<file path="config.mk">
export PLATFORM = sky130hd
export DESIGN_NAME = seg7_scan_driver
export DESIGN_NICKNAME = d
export VERILOG_FILES = /design/src/rtl/seg7_scan_driver.sv
export SDC_FILE = /design/constraint.sdc
export NUM_CORES = 1
export LEC_CHECK = 0
export BUFFER_PORTS_ARGS = -buffer_cell sky130_fd_sc_hd__buf_2
export CAP_MARGIN = 15
export CORE_MARGIN = 3
export CORE_UTILIZATION = 42
export DETAILED_ROUTE_END_ITERATION = 12
export PLACE_DENSITY_LB_ADDON = 0.15
export RECOVER_POWER = 25
export SLEW_MARGIN = 20
export SYNTH_ARGS = -nofsm -noshare
export SYNTH_HDL_FRONTEND = slang
export SYNTH_SLANG_ARGS = --single-unit
</file>
<file path="constraint.sdc">
create_clock -name clk -period 2.45 [get_ports clk]
set_input_delay 0.1225 -clock clk [delete_from_list [all_inputs] [get_ports clk]]
set_output_delay 0.1225 -clock clk [all_outputs]
set_load 0.02 [all_outputs]
</file>
<file path="src/rtl/seg7_scan_driver.sv">
// Multiplexed N-digit hex seven-segment scanner with per-digit dp, 16-level PWM and frame-synchronous updates.
// Optional leading-zero blanking is compiled in when SEG7_LZB_EN is defined.
module seg7_scan_driver #(
    parameter int DIGITS   = 4,
    parameter int PRESCALE = 1024
) (
    input  logic                clk,
    input  logic                rst,
    input  logic [4*DIGITS-1:0] value,
    input  logic [DIGITS-1:0]   dp_in,
    input  logic                load,
    input  logic [3:0]          brightness,
    output logic [6:0]          segments,
    output logic                dp,
    output logic [DIGITS-1:0]   digit_sel,
    output logic                frame_done
);

    localparam int PW   = $clog2(PRESCALE);
    localparam int IW   = $clog2(DIGITS);
    localparam int STEP = PRESCALE / 16;

    logic [PW-1:0]       pcnt;
    logic [IW-1:0]       idx;
    logic [4*DIGITS-1:0] stage_val;
    logic [DIGITS-1:0]   stage_dp;
    logic [4*DIGITS-1:0] shadow_val;
    logic [DIGITS-1:0]   shadow_dp;
    logic                pending;
    logic                wrap_d;

    logic                slot_end;
    logic                wrap;
    logic [3:0]          nib;
    logic                dp_bit;
    logic [PW:0]         win_end;
    logic                lit;
    logic [6:0]          seg_next;

    function automatic logic [6:0] seg7_decode(input logic [3:0] n);
        case (n)
            4'h0: seg7_decode = 7'h3F;
            4'h1: seg7_decode = 7'h06;
            4'h2: seg7_decode = 7'h5B;
            4'h3: seg7_decode = 7'h4F;
            4'h4: seg7_decode = 7'h66;
            4'h5: seg7_decode = 7'h6D;
            4'h6: seg7_decode = 7'h7D;
            4'h7: seg7_decode = 7'h07;
            4'h8: seg7_decode = 7'h7F;
            4'h9: seg7_decode = 7'h6F;
            4'hA: seg7_decode = 7'h77;
            4'hB: seg7_decode = 7'h7C;
            4'hC: seg7_decode = 7'h39;
            4'hD: seg7_decode = 7'h5E;
            4'hE: seg7_decode = 7'h79;
            default: seg7_decode = 7'h71;
        endcase
    endfunction

    assign slot_end = (pcnt == PW'(PRESCALE - 1));
    assign wrap     = slot_end && (idx == IW'(DIGITS - 1));

    always_ff @(posedge clk or posedge rst) begin
        if (rst) begin
            pcnt <= '0;
            idx  <= '0;
        end else if (slot_end) begin
            pcnt <= '0;
            idx  <= wrap ? '0 : idx + 1'b1;
        end else begin
            pcnt <= pcnt + 1'b1;
        end
    end

    // A load landing on the wrap goes straight to the shadow so it shows on the very next digit-0 slot.
    always_ff @(posedge clk or posedge rst) begin
        if (rst) begin
            stage_val  <= '0;
            stage_dp   <= '0;
            shadow_val <= '0;
            shadow_dp  <= '0;
            pending    <= 1'b0;
        end else if (wrap) begin
            if (load) begin
                shadow_val <= value;
                shadow_dp  <= dp_in;
            end else if (pending) begin
                shadow_val <= stage_val;
                shadow_dp  <= stage_dp;
            end
            pending <= 1'b0;
        end else if (load) begin
            stage_val <= value;
            stage_dp  <= dp_in;
            pending   <= 1'b1;
        end
    end

    always_comb begin
        nib    = 4'h0;
        dp_bit = 1'b0;
        for (int i = 0; i < DIGITS; i++) begin
            if (idx == IW'(i)) begin
                nib    = shadow_val[4*i +: 4];
                dp_bit = shadow_dp[i];
            end
        end
    end

    assign win_end = (PW+1)'((32'(brightness) + 32'd1) * 32'(STEP));
    assign lit     = ({1'b0, pcnt} < win_end);

`ifdef SEG7_LZB_EN
    logic [DIGITS-1:0] lead_zero;
    logic              blank;

    // lead_zero[i]: nibbles DIGITS-1 down to i are all zero.
    always_comb begin
        lead_zero             = '0;
        lead_zero[DIGITS-1]   = (shadow_val[4*(DIGITS-1) +: 4] == 4'h0);
        for (int i = DIGITS - 2; i >= 0; i--) begin
            lead_zero[i] = lead_zero[i+1] && (shadow_val[4*i +: 4] == 4'h0);
        end
        blank = 1'b0;
        for (int i = 1; i < DIGITS; i++) begin
            if (idx == IW'(i)) begin
                blank = lead_zero[i];
            end
        end
    end

    assign seg_next = (lit && !blank) ? seg7_decode(nib) : 7'h00;
`else
    assign seg_next = lit ? seg7_decode(nib) : 7'h00;
`endif

    always_ff @(posedge clk or posedge rst) begin
        if (rst) begin
            segments   <= '0;
            dp         <= 1'b0;
            digit_sel  <= '0;
            frame_done <= 1'b0;
            wrap_d     <= 1'b0;
        end else begin
            segments   <= seg_next;
            dp         <= lit && dp_bit;
            digit_sel  <= DIGITS'(1) << idx;
            wrap_d     <= wrap;
            frame_done <= wrap_d;
        end
    end

endmodule

</file>
==> flow_metrics.env <==
export IMPL_status="complete, no violations"
export IMPL_maxSlewHeadroom=0.2536
export IMPL_worstPathMaxFanout=9
export IMPL_path_clk_slew_ns=0.07
export IMPL_netlist_top_cells_area="dfrtp_1 51%, mux2_4 9.1%, mux2i_1 7.3%, ha_1 5.7%, nand2_1 3.3%"
export IMPL_period_share=0.9335
export IMPL_cap_violations=0
export IMPL_drc_errors=0
export IMPL_vias=2153
export IMPL_avgViaCountPerCell=4.927
export IMPL_p_per_area_nw_per_um2=580.3
export IMPL_clk_path_buf_depth=2
export IMPL_grt_setup_unrepaired="false"
export IMPL_diodes=0
export IMPL_fin_total_pwr_w=0.002246
export IMPL_clock_latency_ns=0.33
export IMPL_synth_cell_types=44
export IMPL_ys_seq_area_frac=0.5091
export IMPL_synth_ff_type="dfrtp_1"
export IMPL_start_util=0.4422
export IMPL_htree_levels=3
export IMPL_tightestPinTransition_ns=1.118
export IMPL_core_rowCount=31
export IMPL_setup_viol=0
export IMPL_postRouteAntennaNets=0
export IMPL_die_area_um2=8940
export IMPL_layout_min_cycle_time_ns=2.287
export IMPL_antenna_found_initial=0
export IMPL_grt_pass1_wl_um=10040
export IMPL_hpwl_um=4145
export IMPL_grt_max_degree=41
export IMPL_cts_buffers=9
export IMPL_place_congestion=0.8139
export IMPL_cts_root_buf="clkbuf_8"
export IMPL_ioPinCount=40
export IMPL_slew_violations=0
export IMPL_layout_setup_ws_ns=0.1629
export IMPL_final_cell_area_um2=3870
export IMPL_syn_area_um2=3293
export IMPL_synth_top_cell_area_share=0.5091
export IMPL_place_port_buffers=39
export IMPL_wl_per_cell_um=13.73
export IMPL_fin_util=0.5197
export IMPL_crit_arrival_ns=2.52
export IMPL_cts_sink_count=67
export IMPL_highest_layer="met4"
export IMPL_track_usage=0.1461
export IMPL_design_core_area_um2=7447
export IMPL_synth_area_per_cell_um2=11.64
export IMPL_syn_nets=325
export IMPL_synth_edf_count=0
export IMPL_place_ws_ns=0.1380
export IMPL_place_area_um2=3655
export IMPL_cp_start_kind="flop"
export IMPL_cts_tree="done"
export IMPL_routed_wl_um=6001
export IMPL_crit_required_ns=2.68
export IMPL_wl_met3_um=217
export IMPL_final_hold_violation_count=0
export IMPL_worst_clock_skew_ns=0.01170
export IMPL_grt_pass1_vias=2087
export IMPL_wl_met2_um=2637
export IMPL_layout_drive_gt1_share=0.2574
export IMPL_setup_tns_ns=0
export IMPL_crit_path_end_kind="flop"
export IMPL_dieWidth_um=94.55
export IMPL_dieHeight_um=94.55
export IMPL_dr_pass1_iters=4
export IMPL_area_growth_pct=17.52
export IMPL_drt_iter0_drc=98
export IMPL_yosys_warnings=0
export IMPL_wl_met1_um=3070
export IMPL_path_class="flop to flop"
export IMPL_vdd_drop_max_mv=0.3141
export IMPL_power_leakage_nw=1.856
export IMPL_clock_fmax_mhz=437.2
export IMPL_synth_area_leader_cell="dfrtp_1"
export IMPL_async_flop_share=1.000
export IMPL_finalNetCount=376
export IMPL_n_fill_cell=692
export IMPL_synth_cells=283
export IMPL_grt_overflow_total=0
export IMPL_synth_seq_cells=67
export IMPL_hold_class="input port to flop"
[worst max-delay path, stage by stage (launching register included)]
cell and delay (ns):
dfrtp_1 0.42, inv_1 0.10, ha_1 0.31, nor3b_1 0.22, a221o_1 0.23, inv_1 0.12
ha_1 0.26, mux2_1 0.30, a211oi_1 0.22
[metal layers]
layer	up-vias	GRT usage
met5	-	0
met4	0	0.05409
met1	1020	0.1993
li1	1089	-
met2	38	0.2258
met3	6	0.03586
[flip-flops by register name, indices dropped and copies added (netlist names), 2 cells and up]
name        count
shadow_val     16
stage_val      16
pcnt           10
segments        7
digit_sel       4
shadow_dp       4
stage_dp        4
idx             2
[what timing repair did]
action                                  4_1_cts  5_1_grt
hold buffers                                  1        0
endpoints found under the setup margin        0        2
endpoints found under the hold margin        28        0
gates resized for setup                       0        1
buffers inserted                              0        2
[cell type report]
| class | count | area, um^2 | share of cell area |
|---|---|---|---|
| flip-flops and latches | 67 | 1677 | 0.4332 |
| multi-input cells | 194 | 1510 | 0.3902 |
| repair buffers | 53 | 334.1 | 0.08632 |
| clock buffers | 10 | 137.6 | 0.03556 |
| well taps | 99 | 123.9 | 0.03201 |
| clock inverters | 5 | 53.80 | 0.01390 |
| inverters | 9 | 33.78 | 0.008729 |
[worst paths after layout]
| kind | start | endpoint | slack [ns] | depth (start not counted) |
|---|---|---|---|---|
| max | idx[0]$_DFFE_PP0N_ | segments[5]$_DFF_PP0_ | 0.16 | 8 |
| min | value[3] | stage_val[3]$_DFFE_PP0P_ | 0.03 | 2 |
| max reg2reg | idx[0]$_DFFE_PP0N_ | segments[5]$_DFF_PP0_ | 0.16 | 8 |
| min reg2reg | wrap_d$_DFF_PP0_ | frame_done$_DFF_PP0_ | 0.36 | 0 |
| max in group asynchronous | rst | shadow_dp[1]$_DFFE_PP0P_ | 1.06 | 4 |
| min in group asynchronous | rst | segments[2]$_DFF_PP0_ | 0.61 | 3 |
[Yosys cell counts (all sizes together) (4+ instances only)]
library cell  instances
dfrtp                67
nand2                29
o21ai                27
mux2i                24
mux2                 22
ha                   15
nor2                 14
inv                   9
a21oi                 7
buf                   7
clkbuf                6
nand3                 6
nand3b                5
xor2                  5
nor2b                 4
xnor2                 4
[stage by stage]
step | instances | hold slack [ns]
floorplan | 283 | 0.2579
global placement | 419 | 0.2505
detailed placement | 419 | 0.2463
CTS | 435 | 0.01782
global route | 437 | 0.01314
finish | 437 | 0.03082
[kinds of logic (layout without fill, tap and decap cells)]
| family | Yosys count | after routing | share of synthesized area |
|---|---|---|---|
| AND/OR/NAND/NOR | 75 | 75 | 0.1155 |
| flip-flops | 67 | 67 | 0.5091 |
| AO/OA/AOI/OAI | 49 | 49 | 0.08967 |
| multiplexers | 46 | 46 | 0.1710 |
| buffers and inverters | 22 | 77 | 0.03381 |
| adder cells (fa/ha/maj) | 15 | 15 | 0.05699 |
| XOR/XNOR | 9 | 9 | 0.02393 |
[placed cells by master, fill, tap and decap left out, types with 2 or more instances in the layout]
cell      synthesis  routed
mux2i_1          24      24
and3_1            2       2
buf_4             1      10
nand3b_1          5       5
nor2b_1           3       3
clkbuf_1          6       5
nand2_1          29      29
mux2_1            2       2
nor2_1           14      14
a21o_1            2       2
dfrtp_1          67      67
clkinv_2          0       3
a21oi_1           7       7
nor3_1            3       3
mux2_4           20      20
clkbuf_8          0      10
nand3_1           6       6
o21ai_1          21      21
nand4_1           2       2
xor2_1            5       5
ha_1             15      15
buf_2             2      34
buf_12            0       3
inv_1             9       9
a311oi_1          2       2
o21ai_0           6       6
xnor2_1           4       4
nor3b_1           3       3
a211oi_1          3       2
[power by group]
| part | leakage, nW | switching [W] | internal [W] |
|---|---|---|---|
| registers | 0.837 | 0.0000180 | 0.00114 |
| clock network | 0.102 | 0.000409 | 0.000489 |
| logic | 0.918 | 0.0000860 | 0.000102 |
Note: power is estimated with default switching activity, not from simulation.
